`config.mk`:
```
export PLATFORM = sky130hd
export DESIGN_NAME = ahb_decoder_mux_flat
export DESIGN_NICKNAME = d
export VERILOG_FILES = /design/src/rtl/ahb_decoder_mux_if.sv /design/src/rtl/ahb_decoder_mux.sv /design/src/flat_wrapper.sv
export SDC_FILE = /design/constraint.sdc
export NUM_CORES = 1
export LEC_CHECK = 0
export CAP_MARGIN = 30
export CORE_ASPECT_RATIO = 0.6
export CORE_MARGIN = 4
export CORE_UTILIZATION = 21
export DETAILED_ROUTE_END_ITERATION = 8
export GPL_ROUTABILITY_DRIVEN = 0
export PLACE_DENSITY = 0.81
export SLEW_MARGIN = 15
export SYNTH_ARGS = -nofsm -noshare
export SYNTH_HDL_FRONTEND = slang
export SYNTH_SLANG_ARGS = --single-unit
export TNS_END_PERCENT = 5
```
`constraint.sdc`:
```
create_clock -name HCLK -period 1.6 [get_ports HCLK]
set_clock_uncertainty 0.15 [all_clocks]
set_input_delay 0.24 -clock HCLK [delete_from_list [all_inputs] [get_ports HCLK]]
set_output_delay 0.24 -clock HCLK [all_outputs]
set_load 0.02 [all_outputs]
```
`src/rtl/ahb_decoder_mux_if.sv`:
```
// AHB-Lite bus bundle between the Cortex-M0 master side and the three slave slots.
// The decoder/mux connects through the slave modport and the surrounding bus through master.
interface ahb_decoder_mux_if;
    logic [31:0] HADDR;
    logic [1:0]  HTRANS;
    logic        HSEL_S0;
    logic        HSEL_S1;
    logic        HSEL_S2;
    logic [31:0] HRDATA_S0;
    logic [31:0] HRDATA_S1;
    logic [31:0] HRDATA_S2;
    logic        HRESP_S0;
    logic        HRESP_S1;
    logic        HRESP_S2;
    logic        HREADYOUT_S0;
    logic        HREADYOUT_S1;
    logic        HREADYOUT_S2;
    logic [31:0] HRDATA;
    logic        HRESP;
    logic        HREADY;

    modport slave (
        input  HADDR, HTRANS,
        input  HRDATA_S0, HRDATA_S1, HRDATA_S2,
        input  HRESP_S0, HRESP_S1, HRESP_S2,
        input  HREADYOUT_S0, HREADYOUT_S1, HREADYOUT_S2,
        output HSEL_S0, HSEL_S1, HSEL_S2,
        output HRDATA, HRESP, HREADY
    );

    modport master (
        output HADDR, HTRANS,
        output HRDATA_S0, HRDATA_S1, HRDATA_S2,
        output HRESP_S0, HRESP_S1, HRESP_S2,
        output HREADYOUT_S0, HREADYOUT_S1, HREADYOUT_S2,
        input  HSEL_S0, HSEL_S1, HSEL_S2,
        input  HRDATA, HRESP, HREADY
    );
endinterface

```
`src/rtl/ahb_decoder_mux.sv`:
```
// AHB-Lite address decoder and response mux for ROM/SRAM/peripheral slots plus default slave.
// Define AHB_DEFSLV_ERROR_EN for a two-cycle ERROR on unmapped transfers; otherwise fill-pattern OKAY.
module ahb_decoder_mux #(
    parameter logic [31:0] S0_BASE = 32'h0000_0000,
    parameter logic [31:0] S1_BASE = 32'h2000_0000,
    parameter logic [31:0] S2_BASE = 32'h4000_0000
) (
    input  logic              HCLK,
    input  logic              HRESETn,
    ahb_decoder_mux_if.slave  bus
);
    localparam logic [2:0][15:0] BASE_HI = {S2_BASE[31:16], S1_BASE[31:16], S0_BASE[31:16]};
    localparam logic [1:0]       SEL_DEF = 2'd3;

    logic [2:0]  hit;
    logic        hsel_def;
    logic [1:0]  dec_sel;
    logic [1:0]  dsel_reg;
    logic        def_ready;
    logic        def_resp;
    logic [31:0] def_rdata;
    logic        hready_mux;
    logic        hresp_mux;
    logic [31:0] hrdata_mux;

    genvar gi;
    generate
        for (gi = 0; gi < 3; gi++) begin : g_decode
            assign hit[gi] = (bus.HADDR[31:16] == BASE_HI[gi]);
        end
    endgenerate

    assign bus.HSEL_S0 = hit[0];
    assign bus.HSEL_S1 = hit[1];
    assign bus.HSEL_S2 = hit[2];
    assign hsel_def    = ~|hit;

    always_comb begin
        dec_sel = SEL_DEF;
        if (hit[0])      dec_sel = 2'd0;
        else if (hit[1]) dec_sel = 2'd1;
        else if (hit[2]) dec_sel = 2'd2;
    end

    // Data-phase owner only advances when the current data phase completes.
    always_ff @(posedge HCLK) begin
        if (!HRESETn)
            dsel_reg <= SEL_DEF;
        else if (hready_mux)
            dsel_reg <= dec_sel;
    end

`ifdef AHB_DEFSLV_ERROR_EN
    typedef enum logic [1:0] {DS_OK, DS_ERR1, DS_ERR2} ds_state_t;

    ds_state_t ds_state_reg;
    logic      def_ready_reg;
    logic      def_resp_reg;

    // Outputs are registered alongside the state so each state's ready/resp appear with it.
    always_ff @(posedge HCLK) begin
        if (!HRESETn) begin
            ds_state_reg  <= DS_OK;
            def_ready_reg <= 1'b1;
            def_resp_reg  <= 1'b0;
        end else begin
            case (ds_state_reg)
                DS_OK: begin
                    if (hsel_def && bus.HTRANS[1] && hready_mux) begin
                        ds_state_reg  <= DS_ERR1;
                        def_ready_reg <= 1'b0;
                        def_resp_reg  <= 1'b1;
                    end
                end
                DS_ERR1: begin
                    ds_state_reg  <= DS_ERR2;
                    def_ready_reg <= 1'b1;
                    def_resp_reg  <= 1'b1;
                end
                DS_ERR2: begin
                    if (hsel_def && bus.HTRANS[1]) begin
                        ds_state_reg  <= DS_ERR1;
                        def_ready_reg <= 1'b0;
                        def_resp_reg  <= 1'b1;
                    end else begin
                        ds_state_reg  <= DS_OK;
                        def_ready_reg <= 1'b1;
                        def_resp_reg  <= 1'b0;
                    end
                end
                default: begin
                    ds_state_reg  <= DS_OK;
                    def_ready_reg <= 1'b1;
                    def_resp_reg  <= 1'b0;
                end
            endcase
        end
    end

    assign def_ready = def_ready_reg;
    assign def_resp  = def_resp_reg;
    assign def_rdata = 32'h0000_0000;
`else
    assign def_ready = 1'b1;
    assign def_resp  = 1'b0;
    assign def_rdata = 32'hCCCC_CCCC;
`endif

    always_comb begin
        hready_mux = def_ready;
        hresp_mux  = def_resp;
        hrdata_mux = def_rdata;
        case (dsel_reg)
            2'd0: begin
                hready_mux = bus.HREADYOUT_S0;
                hresp_mux  = bus.HRESP_S0;
                hrdata_mux = bus.HRDATA_S0;
            end
            2'd1: begin
                hready_mux = bus.HREADYOUT_S1;
                hresp_mux  = bus.HRESP_S1;
                hrdata_mux = bus.HRDATA_S1;
            end
            2'd2: begin
                hready_mux = bus.HREADYOUT_S2;
                hresp_mux  = bus.HRESP_S2;
                hrdata_mux = bus.HRDATA_S2;
            end
            default: ;
        endcase
    end

    assign bus.HREADY = hready_mux;
    assign bus.HRESP  = hresp_mux;
    assign bus.HRDATA = hrdata_mux;
endmodule

```
`src/flat_wrapper.sv`:
```
// flat-port wrapper written by rule: the top's interface ports become plain ports
module ahb_decoder_mux_flat 
#(
    parameter logic [31:0] S0_BASE = 32'h0000_0000,
    parameter logic [31:0] S1_BASE = 32'h2000_0000,
    parameter logic [31:0] S2_BASE = 32'h4000_0000
)
  (HCLK, HRESETn, bus_HADDR, bus_HTRANS, bus_HRDATA_S0, bus_HRDATA_S1, bus_HRDATA_S2, bus_HRESP_S0, bus_HRESP_S1, bus_HRESP_S2, bus_HREADYOUT_S0, bus_HREADYOUT_S1, bus_HREADYOUT_S2, bus_HSEL_S0, bus_HSEL_S1, bus_HSEL_S2, bus_HRDATA, bus_HRESP, bus_HREADY);
  ahb_decoder_mux_if bus_i ();
  input  logic HCLK;
  input  logic HRESETn;
  input wire logic [$bits(bus_i.HADDR)-1:0] bus_HADDR;
  input wire logic [$bits(bus_i.HTRANS)-1:0] bus_HTRANS;
  input wire logic [$bits(bus_i.HRDATA_S0)-1:0] bus_HRDATA_S0;
  input wire logic [$bits(bus_i.HRDATA_S1)-1:0] bus_HRDATA_S1;
  input wire logic [$bits(bus_i.HRDATA_S2)-1:0] bus_HRDATA_S2;
  input wire logic [$bits(bus_i.HRESP_S0)-1:0] bus_HRESP_S0;
  input wire logic [$bits(bus_i.HRESP_S1)-1:0] bus_HRESP_S1;
  input wire logic [$bits(bus_i.HRESP_S2)-1:0] bus_HRESP_S2;
  input wire logic [$bits(bus_i.HREADYOUT_S0)-1:0] bus_HREADYOUT_S0;
  input wire logic [$bits(bus_i.HREADYOUT_S1)-1:0] bus_HREADYOUT_S1;
  input wire logic [$bits(bus_i.HREADYOUT_S2)-1:0] bus_HREADYOUT_S2;
  output wire logic [$bits(bus_i.HSEL_S0)-1:0] bus_HSEL_S0;
  output wire logic [$bits(bus_i.HSEL_S1)-1:0] bus_HSEL_S1;
  output wire logic [$bits(bus_i.HSEL_S2)-1:0] bus_HSEL_S2;
  output wire logic [$bits(bus_i.HRDATA)-1:0] bus_HRDATA;
  output wire logic [$bits(bus_i.HRESP)-1:0] bus_HRESP;
  output wire logic [$bits(bus_i.HREADY)-1:0] bus_HREADY;
  assign bus_i.HADDR = bus_HADDR;
  assign bus_i.HTRANS = bus_HTRANS;
  assign bus_i.HRDATA_S0 = bus_HRDATA_S0;
  assign bus_i.HRDATA_S1 = bus_HRDATA_S1;
  assign bus_i.HRDATA_S2 = bus_HRDATA_S2;
  assign bus_i.HRESP_S0 = bus_HRESP_S0;
  assign bus_i.HRESP_S1 = bus_HRESP_S1;
  assign bus_i.HRESP_S2 = bus_HRESP_S2;
  assign bus_i.HREADYOUT_S0 = bus_HREADYOUT_S0;
  assign bus_i.HREADYOUT_S1 = bus_HREADYOUT_S1;
  assign bus_i.HREADYOUT_S2 = bus_HREADYOUT_S2;
  assign bus_HSEL_S0 = bus_i.HSEL_S0;
  assign bus_HSEL_S1 = bus_i.HSEL_S1;
  assign bus_HSEL_S2 = bus_i.HSEL_S2;
  assign bus_HRDATA = bus_i.HRDATA;
  assign bus_HRESP = bus_i.HRESP;
  assign bus_HREADY = bus_i.HREADY;
  ahb_decoder_mux #(.S0_BASE(S0_BASE), .S1_BASE(S1_BASE), .S2_BASE(S2_BASE)) u_core (.HCLK(HCLK), .HRESETn(HRESETn), .bus(bus_i));
endmodule
```
* Yosys cells after proc, flatten, opt, wreduce, memory -nomap -nowiden
Index checks and enable logic that the tools add are counted.
** Storage, ports and cells
- Memory bits (writable) :: 0
- Memories kept :: 0
- Bits in latches :: 0
- Memory bits (read-only) :: 0
- Output and inout port bits :: 37
- Logic and storage cells :: 13
- Register bits :: 2
** Cells by class
- Div/mod/pow operators :: 0
- Bitwise gates (word level) :: 0
- $lt $le $gt $ge :: 0
- Reduce and logical (&&, ||, !) cells :: 2
- Equal/unequal tests :: 4
- Multipliers :: 0
- $add $sub $neg :: 0
- Shift-type cells :: 0
- Multiplexer cells :: 6
** Operator list (count)
- 32-bit one-hot mux with 3 select lines :: 1
- 16-bit by 14-bit equality test with 1-bit output, second input constant :: 1
- 16-bit by 15-bit equality test with 1-bit output, second input constant :: 1
- 16-bit logical NOT :: 1
- 1-bit one-hot mux with 3 select lines :: 2
- 2-bit two-way mux :: 2
- 2-bit by 1-bit equality test with 1-bit output, second input constant :: 1
- 2-bit equality test, second input constant :: 1
- 2-bit logical NOT :: 1
- 1-bit two-way mux :: 1

* Longest topological paths before layout
- Depth after elaboration :: 4
- Mapped depth :: 6
- Depth with buffers taken out :: 3

* Worst setup path before layout
No wires, ideal clock.
- Kind :: flip-flop to output port
- Start :: register u_core.dsel_reg[0]
- End :: output bus_HRDATA[10]
- Path slack :: 54 ps
- Required time :: 1210 ps
- Cell stages (with the launch flop) :: 5
- Arrival :: 1156 ps
- Path buffers :: 2
- Cell sequence :: dfxtp_1 buf_6 buf_6 mux2_4 o22a_1
** On the way
- Word-level cells in the longest chain between the ends :: 2
- Elaborated cells on any way between the ends :: 4
** RTL lines
- start: declaration :: line ahb_decoder_mux.sv:18 : logic [1:0] dsel_reg;
- start signal: assignment :: line ahb_decoder_mux.sv:50 : dsel_reg <= dec_sel;
- 2-bit equality test (tied with other cells) :: line ahb_decoder_mux.sv:113 : case (dsel_reg)
- 32-bit one-hot mux with 3 select lines (*) :: line ahb_decoder_mux.sv:113
- end: declaration :: line flat_wrapper.sv:26 : output wire logic [$bits(bus_i.HRDATA)-1:0] bus_HRDATA;
Mark *: on every way between the ends. The rest lies on a longest branch, timed or not.

* Worst setup path in the final report
- Start :: register u_core.dsel_reg[0]
- End :: output bus_HRDATA[27]
The elaborated chain is that of the path after synthesis.

==> qor.txt <==
worst slew pin tran: 0.2215 ns
largest net degree at the start of global routing: 19
sequential share of the synthesized area: 4.188%
static leakage: 0.001250 µW
Setup Viol. Count Final: 37
outcome: finished with violations
relative slew slack: 85.11%
post-synthesis cell type count: 22
Ports: 175
net count after synthesis: 253
Setup WS post-layout: -0.1874 ns
Clk Latency, worst-skew pair: 0.21 ns
fin crit period: 1.787 ns
Reg clk slew, reported paths: 0.03 ns
Antenna diodes: 0
failing checks: setup timing
Die W: 95.10 µm
critical path type: register to output pin
R2R setup slack: 0.14 ns
crit start category: register
Placement Setup Slack: -0.7864 ns
power per cell area: 219.1 nW/µm²
Final Cycle Share: 111.7%
first-pass GRT wire length: 7514 µm
cell row count: 18
Die Y: 60.26 µm
drc violations: 0
Placed Instances: 333
layout cell share with drive strength beyond 1: 29.75%
maxcap violations: 0
initial antenna violation count: 0
worst ir drop on vdd: 0.2840 mV
synthesized area per cell: 8.312 µm²
Syn Inst Count: 115
P&R area growth vs syn: 184.6%
final core occ: 63.90%
top cell type's share of synthesized area: 18.85%
total wire length: 5224 µm
gr usage total: 16.56%
CTS buffer count: 3
Peak Freq: 0.5595 GHz
CP Capture Type: output pin
synth top area cells: mux2_4 19%, mux2i_1 18%, o22a_1 15%
#FFs+latches synth: 2
vias in the first global route: 1609
max FFs per register: 2
clk root buf: clkbuf_8
die area: 5731 µm²
clock sinks: 2
total gr overflow: 0
htree depth: 1
vias per cell: 4.546
vias post-DR: 1541
CTS Buffer Depth: 2
fill cell count: 377
fin. max-slew vios: 0
wire length per cell: 15.41 µm
initial drt markers: 21
synthesized area: 955.9 µm²
RSZ-0062 raised after global routing: yes
Crit Path Max Fanout: 6
Port Buf Inserts: 156
non-filler cells, final: 339
Fin. Hold Viols: 0
Ys Warns: 0
core area: 4257 µm²
# hold bufs at CTS: 0
cell accounting for the most synthesized area: mux2_4
Pre-Repair DR Iteration Count: 4
Starting Density: 22.46%
critical path arrival: 1.40 ns
number of nets in the layout: 419
CTS tree: built
Detail Placement HPWL: 4154 µm
Routed Antenna Nets: 0
HP Class: input pin to register
worst endpoint required time: 1.21 ns
## logic make-up after synthesis
logic type      Yosys count  share of synthesized area, %
flops                     2                         4.189
buf+inv                  13                         11.12
simple gates             30                         15.44
mux                      34                         42.54
compound gates           36                         26.70
## synthesized netlist by cell type (all sizes together)
cell type / number
mux2: 17
mux2i: 17
nand2: 17
o21ai: 17
o22a: 16
buf: 9
clkbuf: 3
nor4: 3
and2: 2
and4: 2
dfxtp: 2
nand2b: 2
nor2b: 2
nor3: 2
o221ai: 2
inv: 1
o22ai: 1
## metrics by stage
stage	area (µm²)	setup TNS, ns	hold WS (ns)	power (µW)
finish	2720	-5.138	0.4063	595.9
floorplan	955.9	0	0.1686	99.21
CTS	2644	-6.074	0.4071	598.1
global route	2720	-7.239	0.4303	625.5
global placement	2634	-15.58	0.5330	386.6
detailed placement	2634	-15.94	0.5418	396.4
## layer usage
metal  vias up  track usage [%]  wire length (µm)
met5         -                0                 0
met4         0           0.6160                 0
met3         0            5.157               508
met2        68            34.03              2724
met1       703            17.36              1992
li1        770                -                 -
## worst paths after layout
check,to,startpoint,depth (start not counted)
worst max-delay path,bus_HRDATA[27],u_core.dsel_reg[0],4
worst min-delay path,u_core.dsel_reg[1],HRESETn,2
worst max register to register,u_core.dsel_reg[0],u_core.dsel_reg[0],5
worst min register to register,u_core.dsel_reg[0],u_core.dsel_reg[1],2
## power by group
| group | leakage [µW] | internal [µW] | switching [µW] |
|---|---|---|---|
| Sequential | 0.0000161 | 48.6 | 0.00765 |
| Combinational | 0.00121 | 283 | 64.5 |
| Clock | 0.0000216 | 159 | 40.8 |
| Total | 0.00125 | 491 | 105 |
## placed cells by master, fill, tap and decap left out, types with 3 or more instances in the layout
| cell | n |
|---|---|
| clkdlybuf4s15_1 | 5 |
| mux2i_1 | 15 |
| o21ai_1 | 17 |
| nor4_2 | 3 |
| buf_4 | 21 |
| nand2_1 | 17 |
| buf_12 | 3 |
| buf_6 | 18 |
| o22a_1 | 16 |
| mux2_4 | 17 |
| buf_2 | 11 |
| clkbuf_8 | 3 |
| clkdlybuf4s50_1 | 103 |
| dlygate4sd2_1 | 10 |
## cell type report
class	count	area, µm²	area share [%]
Multi-Input combinational cell	100	872.1	32.06
Sequential cell	2	43.79	1.610
Timing Repair Buffer	173	1684	61.91
Inverter	1	3.754	0.1380
Clock buffer	3	41.29	1.518
Tap cell	60	75.07	2.760
## timing repair
action                                 in CTS  in global routing
buffers inserted                            1                  0
cloned                                      2                  0
pin swaps                                  14                  7
endpoints found under the hold margin       0                  0
setup endpoints to repair                  37                 37
resized for setup                         212                 32
## critical path: stages (launching register included)
cell,delay [ns]
dfxtp_4,0.41
buf_12,0.15
mux2_4,0.29
o22a_1,0.19
buf_6,0.14
Note: power is estimated with default switching activity, not from simulation.
